<file path="config.mk">
export PLATFORM = sky130hd
export DESIGN_NAME = serial_frame_transmitter
export DESIGN_NICKNAME = d
export VERILOG_FILES = /design/src/rtl/serial_tx_pkg.sv /design/src/rtl/tx_byte_fifo.sv /design/src/rtl/serial_frame_transmitter.sv
export SDC_FILE = /design/constraint.sdc
export NUM_CORES = 1
export LEC_CHECK = 0
export CORE_MARGIN = 10
export CORE_UTILIZATION = 55
export DETAILED_ROUTE_END_ITERATION = 8
export PLACE_DENSITY = 0.74
export SKIP_CTS_REPAIR_TIMING = 1
export SLEW_MARGIN = 20
export SYNTH_ARGS = -nofsm -noshare
export SYNTH_HDL_FRONTEND = slang
export SYNTH_SLANG_ARGS = --single-unit
export TNS_END_PERCENT = 5
</file>
<file path="constraint.sdc">
create_clock -name clk -period 9.4 [get_ports clk]
set_input_delay 1.41 -clock clk [delete_from_list [all_inputs] [get_ports clk]]
set_output_delay 1.41 -clock clk [all_outputs]
set_load 0.03 [all_outputs]
</file>
<file path="src/rtl/serial_tx_pkg.sv">
// Shared state encoding, mode codes, PRBS7 definition and line levels
// for the framed serial transmitter.
package serial_tx_pkg;

  typedef enum logic [2:0] {
    ST_TRAIN      = 3'd0,
    ST_IDLE       = 3'd1,
    ST_START      = 3'd2,
    ST_DATA       = 3'd3,
    ST_STOP       = 3'd4,
    ST_PRBS       = 3'd5,
    ST_TRAIN_CONT = 3'd6
  } tx_state_e;

  localparam logic [1:0] MODE_DATA  = 2'd0;
  localparam logic [1:0] MODE_PRBS  = 2'd1;
  localparam logic [1:0] MODE_TRAIN = 2'd2;
  localparam logic [1:0] MODE_IDLE  = 2'd3;

  localparam int         PRBS_W      = 7;
  localparam logic [6:0] PRBS_SEED   = 7'h7F;
  localparam int         PRBS_TAP_HI = 6;
  localparam int         PRBS_TAP_LO = 5;

  localparam logic START_LVL = 1'b0;
  localparam logic STOP_LVL  = 1'b1;
  localparam logic IDLE_LVL  = 1'b1;

  // x^7 + x^6 + 1, shifting towards the MSB which drives the line.
  function automatic logic [6:0] prbs7_next(input logic [6:0] s);
    return {s[5:0], s[PRBS_TAP_HI] ^ s[PRBS_TAP_LO]};
  endfunction

endpackage

</file>
<file path="src/rtl/tx_byte_fifo.sv">
// Small first-word-fall-through byte FIFO; head entry is visible on data_o
// so the transmitter can load its shift register on the pop cycle.
module tx_byte_fifo #(
  parameter int DATA_W = 8,
  parameter int DEPTH  = 4
) (
  input  logic              clk,
  input  logic              rst,
  input  logic              push_i,
  input  logic [DATA_W-1:0] data_i,
  input  logic              pop_i,
  output logic [DATA_W-1:0] data_o,
  output logic              full_o,
  output logic              empty_o
);

  localparam int AW = (DEPTH > 1) ? $clog2(DEPTH) : 1;
  localparam logic [AW:0] FULL_CNT = (AW+1)'(DEPTH);

  logic [DATA_W-1:0] mem_q [DEPTH];
  logic [AW-1:0]     wr_ptr_q;
  logic [AW-1:0]     rd_ptr_q;
  logic [AW:0]       count_q;
  logic              push_ok;
  logic              pop_ok;

  assign full_o  = (count_q == FULL_CNT);
  assign empty_o = (count_q == '0);
  assign push_ok = push_i && !full_o;
  assign pop_ok  = pop_i && !empty_o;
  assign data_o  = mem_q[rd_ptr_q];

  always_ff @(posedge clk) begin
    if (rst) begin
      wr_ptr_q <= '0;
      rd_ptr_q <= '0;
      count_q  <= '0;
    end else begin
      if (push_ok) wr_ptr_q <= wr_ptr_q + 1'b1;
      if (pop_ok)  rd_ptr_q <= rd_ptr_q + 1'b1;
      case ({push_ok, pop_ok})
        2'b10:   count_q <= count_q + 1'b1;
        2'b01:   count_q <= count_q - 1'b1;
        default: count_q <= count_q;
      endcase
    end
  end

  always_ff @(posedge clk) begin
    if (push_ok) mem_q[wr_ptr_q] <= data_i;
  end

endmodule

</file>
<file path="src/rtl/serial_frame_transmitter.sv">
// Framed NRZ transmitter with post-reset training, PRBS7 and continuous
// training test modes. state_q always names the bit currently on the line.
module serial_frame_transmitter
  import serial_tx_pkg::*;
#(
  parameter int CLKS_PER_BIT = 4,
  parameter int DATA_W       = 8,
  parameter int FIFO_DEPTH   = 4,
  parameter int TRAIN_BITS   = 32
) (
  input  logic              clk,
  input  logic              rst,
  input  logic [1:0]        mode,
  input  logic [DATA_W-1:0] s_data,
  input  logic              s_valid,
  output logic              s_ready,
  output logic              serial_out,
  output logic              bit_strobe,
  output logic              busy
);

  localparam int CW     = $clog2(CLKS_PER_BIT);
  localparam int BC_MAX = (TRAIN_BITS > DATA_W) ? TRAIN_BITS : DATA_W;
  localparam int BW     = $clog2(BC_MAX);
  localparam logic [CW-1:0] CNT_LAST   = CW'(CLKS_PER_BIT - 1);
  localparam logic [BW-1:0] TRAIN_LAST = BW'(TRAIN_BITS - 1);
  localparam logic [BW-1:0] DATA_LAST  = BW'(DATA_W - 1);

  tx_state_e           state_q, state_d;
  logic [CW-1:0]       cnt_q, cnt_d;
  logic [BW-1:0]       bit_cnt_q, bit_cnt_d;
  logic [DATA_W-1:0]   shreg_q, shreg_d;
  logic [PRBS_W-1:0]   lfsr_q, lfsr_d;
  logic                line_q, line_d;
  logic                boundary;
  logic                pop;
  logic                fifo_full;
  logic                fifo_empty;
  logic [DATA_W-1:0]   fifo_data;

  tx_byte_fifo #(
    .DATA_W (DATA_W),
    .DEPTH  (FIFO_DEPTH)
  ) u_fifo (
    .clk     (clk),
    .rst     (rst),
    .push_i  (s_valid),
    .data_i  (s_data),
    .pop_i   (pop),
    .data_o  (fifo_data),
    .full_o  (fifo_full),
    .empty_o (fifo_empty)
  );

  assign boundary   = (cnt_q == CNT_LAST);
  assign cnt_d      = boundary ? '0 : cnt_q + 1'b1;
  assign bit_strobe = boundary;
  assign serial_out = line_q;
  assign s_ready    = !fifo_full;
  assign busy       = (state_q == ST_TRAIN) || (state_q == ST_START) ||
                      (state_q == ST_DATA)  || (state_q == ST_STOP)  || !fifo_empty;

  always_ff @(posedge clk) begin
    if (rst) state_q <= ST_TRAIN;
    else     state_q <= state_d;
  end

  always_comb begin
    state_d = state_q;
    if (boundary) begin
      case (state_q)
        ST_TRAIN: if (bit_cnt_q == TRAIN_LAST) state_d = ST_IDLE;
        ST_IDLE: begin
          case (mode)
            MODE_DATA:  if (!fifo_empty) state_d = ST_START;
            MODE_PRBS:  state_d = ST_PRBS;
            MODE_TRAIN: state_d = ST_TRAIN_CONT;
            MODE_IDLE:  state_d = ST_IDLE;
          endcase
        end
        ST_START: state_d = ST_DATA;
        ST_DATA:  if (bit_cnt_q == DATA_LAST) state_d = ST_STOP;
        // Mode is only honoured once the stop bit is out.
        ST_STOP:  state_d = (mode == MODE_DATA && !fifo_empty) ? ST_START : ST_IDLE;
        ST_PRBS:  if (mode != MODE_PRBS) state_d = ST_IDLE;
        ST_TRAIN_CONT: if (mode != MODE_TRAIN) state_d = ST_IDLE;
        default:  state_d = ST_IDLE;
      endcase
    end
  end

  always_comb begin
    line_d    = line_q;
    bit_cnt_d = bit_cnt_q;
    shreg_d   = shreg_q;
    lfsr_d    = lfsr_q;
    pop       = 1'b0;
    if (boundary) begin
      if (state_q == ST_PRBS) lfsr_d = prbs7_next(lfsr_q);
      case (state_d)
        ST_TRAIN: begin
          line_d    = ~line_q;
          bit_cnt_d = bit_cnt_q + 1'b1;
        end
        ST_START: begin
          line_d    = START_LVL;
          pop       = 1'b1;
          shreg_d   = fifo_data;
          bit_cnt_d = '0;
        end
        ST_DATA: begin
          if (state_q == ST_START) begin
            line_d = shreg_q[0];
          end else begin
            shreg_d   = shreg_q >> 1;
            line_d    = shreg_q[1];
            bit_cnt_d = bit_cnt_q + 1'b1;
          end
        end
        ST_STOP:       line_d = STOP_LVL;
        ST_PRBS:       line_d = lfsr_d[PRBS_W-1];
        ST_TRAIN_CONT: line_d = (state_q == ST_TRAIN_CONT) ? ~line_q : 1'b1;
        default: begin
          line_d    = IDLE_LVL;
          bit_cnt_d = '0;
        end
      endcase
    end
  end

  always_ff @(posedge clk) begin
    if (rst) begin
      cnt_q     <= '0;
      bit_cnt_q <= '0;
      shreg_q   <= '0;
      lfsr_q    <= PRBS_SEED;
      line_q    <= IDLE_LVL;
    end else begin
      cnt_q     <= cnt_d;
      bit_cnt_q <= bit_cnt_d;
      shreg_q   <= shreg_d;
      lfsr_q    <= lfsr_d;
      line_q    <= line_d;
    end
  end

endmodule

</file>
==> reports/results.ini, run 1 <==
[outcome]
run_status = completed

[grt]
grt_antenna_before_repair = 0
first_global_vias = 2094
first_pass_grt_wire_length_mm = 10.2
pin_count_of_the_biggest_net_entering_global_routing = 37
grt_overflow_total = 0
grtUsageTotal_pct = 12.9

[pwr]
static-leakage-power_nw = 1.33
power.switching_fraction_pct = 26.3
seq_power_share_pct = 50.9
power.switching_uw = 168
power_frac_comb_pct = 10.4
design_internal_power_uw = 471
power.density_cell_area_nw_per_um2 = 171
clock_power_share_pct = 38.7
worst_vdd_rail_ir_drop_mv = 0.130

[synth]
post_synth_instance_area_um2 = 3350
synthesis.nets = 320
number_of_enable_flip_flop_cells_after_synthesis = 32
asyncSetResetFlopFracSynth_pct = 0
yosys_warnings = 0
fraction_of_the_yosys_area_taken_by_sequential_cells_pct = 49.7
synth-main-ff-cell = sky130_fd_sc_hd__dfxtp_1
synthesis.instances = 293
synth_cell_types = 62
ys_seq_elements = 67
synth.avg_cell_area_um2 = 11.4

[finish]
area_delta_synth_final_pct = 11.7
antenna_cells_inserted = 0
final_net_count = 332
finish.utilization_pct = 63.1
drive_gt1_share_pct = 16.1
final_cell_count_no_fill = 385

[critical_path]
cp_data_arrival_time_ns = 4.78
critical_path_class = primary input to register
critPathCapture = u_fifo.count_q[2]
r2r.worst_path.cells = 14
critPathLaunch = mode[0]
crit_path_max_fanout = 5
critical_path_required_ns = 9.67
rr_endpoint = u_fifo.count_q[2]
setup.worst_path.end_class = register
crit_path_start_kind = primary input
r2r_slack_ns = 5.81
regToRegStartpoint = bit_cnt_q[0]

[routing]
num_vias = 2275
detail_route.vias_per_cell = 5.91
totalWireLength_mm = 6.06
final_antenna_net_count = 0
drt-wirelength-per-cell_um = 15.7
met1_wire_length_mm = 2.91
wl_met2_mm = 2.84
maxUsedRoutingLayer = met4
drt-initial-drc-count = 100
detail_route.drc_violations = 0
dr.pass1.iters = 4
met3_wirelength_um = 215

[clock_network]
ctsRootBufferMaster = sky130_fd_sc_hd__clkbuf_8
clockBufferDepth = 2
source_to_sink_clock_delay_at_the_later_pin_of_the_worst_skew_pair_ns = 0.35
tritoncts.num_buffers = 9
cts.sinks = 67
cts_htree_levels = 3
clk_transition_reported_paths_ns = 0.08
cts_tree = done

[sta]
period_minus_slack_ns = 4.51
totalNegativeSetupSlack_ns = 0
finalCritPeriodShare_pct = 48.0
grt_setup_unrepaired = false
finalHoldViolCount = 0
layout_setup_ws_ns = 4.89
fmax_mhz = 222
skew_ns = 0.0129
timing.slew.headroom_pct = 29.7
drv_slew = 0
setup_viol_count_final = 0
tightest_slew_ns = 1.06

[floorplanning]
design.die.area_um2 = 9600
num_rows = 28
die_width_um = 98.0
chipHeight_um = 98.0
core_area_um2 = 5920
io_pins = 17
starting_density_of_the_core_pct = 56.5

[place]
worst_slack_at_placement_ns = 4.55
dpl.cell_count = 369
number_of_buffers_added_on_ports = 16
gp_congestion = 0.833
dp_hpwl_mm = 4.28

[hold_path]
min_path_type = register to register

[flow_run]
max_cap_violations = 0

routing by layer:
layer	track usage, %	vias up
met5	0	-
li1	-	1132
met2	19.3	37
met4	5.37	0
met3	3.31	9
met1	17.1	1097
state kept, by name (all words and copies together) (netlist names), named ones only:
register         flops
u_fifo.count_q       3
u_fifo.rd_ptr_q      2
cnt_q                2
serial_out           1
lfsr_q               7
u_fifo.wr_ptr_q      2
state_q              3
u_fifo.mem_q        32
shreg_q              8
bit_cnt_q            5
stage by stage:
step	area, um^2	power, mW	hold slack [ns]
6_report	3740	0.640	0.436
5_1_grt	3740	0.667	0.452
4_1_cts	3740	0.646	0.435
3_5_place_dp	3530	0.399	0.423
3_3_place_gp	3530	0.397	0.421
2_1_floorplan	3350	0.379	0.404
cells in the mapped netlist, drive strengths merged, types with 4 or more instances:
cell / number / area share (%)
a311oi: 7 / 1.8
inv: 16 / 1.8
mux2: 6 / 2.0
nor2b: 5 / 0.93
mux4: 8 / 5.4
and3: 6 / 1.1
a22o: 4 / 1.1
nor2: 32 / 3.6
a211oi: 6 / 2.0
ha: 13 / 4.9
o21ai: 10 / 1.5
clkbuf: 7 / 0.79
nand2: 9 / 1.0
nor3: 7 / 1.5
buf: 9 / 1.5
nand4b: 4 / 1.0
nand3: 13 / 1.9
a21oi: 10 / 1.6
a211o: 7 / 1.8
edfxtp: 32 / 29
dfxtp: 35 / 21
logic make-up after synthesis:
group	Yosys count	share of synthesized area, %
AND/OR/NAND/NOR	96	15.9
flip-flops	67	49.7
AO/OA/AOI/OAI	62	15.3
multiplexers	17	8.30
XOR/XNOR	5	1.31
adder cells (fa/ha/maj)	14	5.46
buffers and inverters	32	4.04
critical path: stages:
cell and delay (ns):
sky130_fd_sc_hd__clkdlybuf4s50_1 0.51, sky130_fd_sc_hd__inv_1 0.10, sky130_fd_sc_hd__ha_1 0.27, sky130_fd_sc_hd__nor3_1 0.26
sky130_fd_sc_hd__o31ai_1 0.14, sky130_fd_sc_hd__a2bb2oi_2 0.34, sky130_fd_sc_hd__a21oi_2 0.15, sky130_fd_sc_hd__nor3_2 0.31
sky130_fd_sc_hd__ha_1 0.24, sky130_fd_sc_hd__inv_1 0.07, sky130_fd_sc_hd__fa_1 0.38, sky130_fd_sc_hd__xor2_1 0.16
sky130_fd_sc_hd__or3_1 0.31, sky130_fd_sc_hd__a21oi_1 0.14
placed cells by master (no fill, tap or decap), types with 5 or more instances in the layout:
cell and count:
sky130_fd_sc_hd__ha_1 13, sky130_fd_sc_hd__nand3_1 13, sky130_fd_sc_hd__nor2_1 32, sky130_fd_sc_hd__clkdlybuf4s50_1 16, sky130_fd_sc_hd__nand2_1 9, sky130_fd_sc_hd__inv_1 16, sky130_fd_sc_hd__a21oi_1 9, sky130_fd_sc_hd__dfxtp_1 35
sky130_fd_sc_hd__clkbuf_8 9, sky130_fd_sc_hd__edfxtp_1 32, sky130_fd_sc_hd__o21ai_0 10, sky130_fd_sc_hd__and3_1 6, sky130_fd_sc_hd__mux4_2 8, sky130_fd_sc_hd__a211o_1 7, sky130_fd_sc_hd__nor2b_1 5, sky130_fd_sc_hd__a311oi_1 7
sky130_fd_sc_hd__mux2_2 6
worst min-delay path by stage:
stage	startpoint	cells after the start	to
finish	cnt_q[0]	1	cnt_q[0]
detailed placement	cnt_q[0]	1	cnt_q[0]
floorplan	cnt_q[0]	1	cnt_q[0]
global route	cnt_q[0]	1	cnt_q[0]
global placement	cnt_q[0]	1	cnt_q[0]
CTS	cnt_q[0]	1	cnt_q[0]
power by group through the flow:
| stage | sequential (mW) | combinational [mW] | clock, mW |
|---|---|---|---|
| after global routing | 0.327 | 0.0737 | 0.266 |
| after detailed placement | 0.332 | 0.0666 | 0 |
| after CTS | 0.326 | 0.0667 | 0.254 |
| final | 0.326 | 0.0663 | 0.247 |
| after floorplan | 0.329 | 0.0496 | 0 |
| after global placement | 0.332 | 0.0648 | 0 |
final cells by class:
cell class | count | area, um^2
Tap cell | 75 | 93.8
Multi-Input combinational cell | 194 | 1550
Sequential cell | 67 | 1660
Timing Repair Buffer | 17 | 168
Inverter | 16 | 60.1
Clock inverter | 7 | 82.6
Fill cell | 474 | 2180
Clock buffer | 9 | 124
(Power assumes the default switching activity.)
==> run 2: changes to the inputs <==
Settings changed: CORE_UTILIZATION 55 to 54, PLACE_DENSITY 0.74 to 0.76.
Clock period 9.4 ns to 4 ns, I/O delays scaled along.
==> run 2 against run 1 <==
Clock skew shrank 0.0030 ns. Total power grew 140%. Worst setup slack lost 4.4 ns. Critical endpoint unchanged. Combinational power grew 140%. Global-route usage shrank 0.087 points. Final cell count grew 0.78%.
==> reports/results.ini, run 2 (synthesis gave the netlist of run 1 again) <==
[outcome]
run_status = completed

[routing]
drt-wirelength-per-cell_um = 15.7
dr.pass1.iters = 4
drt-initial-drc-count = 126
totalWireLength_mm = 6.08
num_vias = 2284
final_antenna_net_count = 0
detail_route.drc_violations = 0
detail_route.vias_per_cell = 5.89

[pwr]
power.switching_uw = 398
static-leakage-power_nw = 1.34
power.density_cell_area_nw_per_um2 = 401
power.switching_fraction_pct = 26.4
power_frac_comb_pct = 10.6
design_internal_power_mw = 1.11
worst_vdd_rail_ir_drop_mv = 0.264
clock_power_share_pct = 38.6
seq_power_share_pct = 50.8

[floorplanning]
die_width_um = 98.7
io_pins = 17
design.die.area_um2 = 9740
chipHeight_um = 98.7
starting_density_of_the_core_pct = 56.2
num_rows = 28
core_area_um2 = 5960

[grt]
grt_overflow_total = 0
grt_antenna_before_repair = 0
first_pass_grt_wire_length_mm = 10.3
first_global_vias = 2137
grtUsageTotal_pct = 12.8
pin_count_of_the_biggest_net_entering_global_routing = 27

[critical_path]
crit_path_max_fanout = 5
crit_path_start_kind = primary input
r2r.worst_path.cells = 14
setup.worst_path.end_class = register
critical_path_class = primary input to register
cp_data_arrival_time_ns = 3.83
timing.critical_path.cells = clkdlybuf4s50_1 -> inv_1 -> ha_1 -> nor4b_1 -> o32ai_2 -> mux2_2 -> nand2_1 -> nor3_2 -> ha_1 -> inv_1 -> fa_1 -> xor2_1 -> or3_1 -> a21oi_1
critPathMaxStageDelay_ns = 0.51
critical_path.slowest_cell = sky130_fd_sc_hd__clkdlybuf4s50_1
critical_path_required_ns = 4.28

[sta]
timing.slew.headroom_pct = 56.5
finalCritPeriodShare_pct = 88.6
finalHoldViolCount = 0
fmax_mhz = 282
totalNegativeSetupSlack_ns = 0
grt_setup_unrepaired = false
layout_setup_ws_ns = 0.457
final.hold.worst_slack_ns = 0.429
drv_slew = 0
tightest_slew_ns = 0.652
skew_ns = 0.00990
setup_viol_count_final = 0
period_minus_slack_ns = 3.54

[clock_network]
cts_tree = done
tritoncts.num_buffers = 9
cts.sinks = 67
ctsRootBufferMaster = sky130_fd_sc_hd__clkbuf_8
cts_htree_levels = 3
source_to_sink_clock_delay_at_the_later_pin_of_the_worst_skew_pair_ns = 0.35
clk_transition_reported_paths_ns = 0.08
clockBufferDepth = 2

[flow_run]
max_cap_violations = 0

[hold_path]
min_path_type = register to register
worstHoldPathCells = 1

[finish]
area_delta_synth_final_pct = 12.4
final_net_count = 335
finalInstanceArea_um2 = 3760
top_register = u_fifo.mem_q
largest_reg_flops = 32
drive_gt1_share_pct = 16.9
most_frequent_cells_in_the_layout = 35 x sky130_fd_sc_hd__dfxtp_1, 32 x sky130_fd_sc_hd__nor2_1, 32 x sky130_fd_sc_hd__edfxtp_1
n_fill_cell = 478
antenna_cells_inserted = 0
reg_top3 = u_fifo.mem_q x32, shreg_q x8, lfsr_q x7
finish.utilization_pct = 63.2
mostFrequentLayoutCell = sky130_fd_sc_hd__dfxtp_1

[place]
gp_congestion = 0.907
number_of_buffers_added_on_ports = 16
worst_slack_at_placement_ns = 0.0934
dp_hpwl_mm = 4.29
dpl_cell_area_um2 = 3550

## run 2: final timing paths
path | start | end | slack (ns)
worst max-delay path | mode[0] | u_fifo.count_q[2] | 0.46
worst min register to register | cnt_q[0] | cnt_q[0] | 0.43
worst max register to register | bit_cnt_q[0] | u_fifo.count_q[2] | 0.64
worst min-delay path | cnt_q[0] | cnt_q[0] | 0.43
## run 2: area by class of cell
| cell class | count | area (um^2) | area share [%] |
|---|---|---|---|
| clock buffers | 9 | 124 | 3.29 |
| clock inverters | 7 | 82.6 | 2.20 |
| inverters | 16 | 60.1 | 1.60 |
| multi-input cells | 194 | 1550 | 41.2 |
| flip-flops and latches | 67 | 1660 | 44.2 |
| well taps | 75 | 93.8 | 2.50 |
| repair buffers | 20 | 190 | 5.06 |
## run 2: per-layer routing
metal	up-vias	wire length, um	GRT usage, %
met1	1090	2780	16.0
li1	1131	-	-
met3	13	372	3.70
met4	0	110	7.17
met5	-	0	0
met2	50	2820	19.3
## run 2: power groups by stage
stage / clock network, mW / registers, mW / logic (mW)
2_1_floorplan: 0 / 0.773 / 0.117
3_3_place_gp: 0 / 0.780 / 0.157
3_5_place_dp: 0 / 0.781 / 0.160
4_1_cts: 0.596 / 0.765 / 0.161
5_1_grt: 0.620 / 0.769 / 0.180
6_report: 0.582 / 0.766 / 0.161
## run 2: worst max-delay path, delay by kind of cell
kind | cells | cell delay, ns
adders and majority gates | 3 | 0.88
and+or+nand+nor | 4 | 0.80
buffers and inverters | 3 | 0.66
AOI/OAI and AO/OA | 2 | 0.49
muxes | 1 | 0.23
xor gates and xnor gates | 1 | 0.16
## run 2: through the flow
stage	std cells	total power, mW
6_report	388	1.51
5_1_grt	388	1.57
4_1_cts	388	1.52
3_5_place_dp	372	0.941
3_3_place_gp	372	0.937
2_1_floorplan	293	0.890
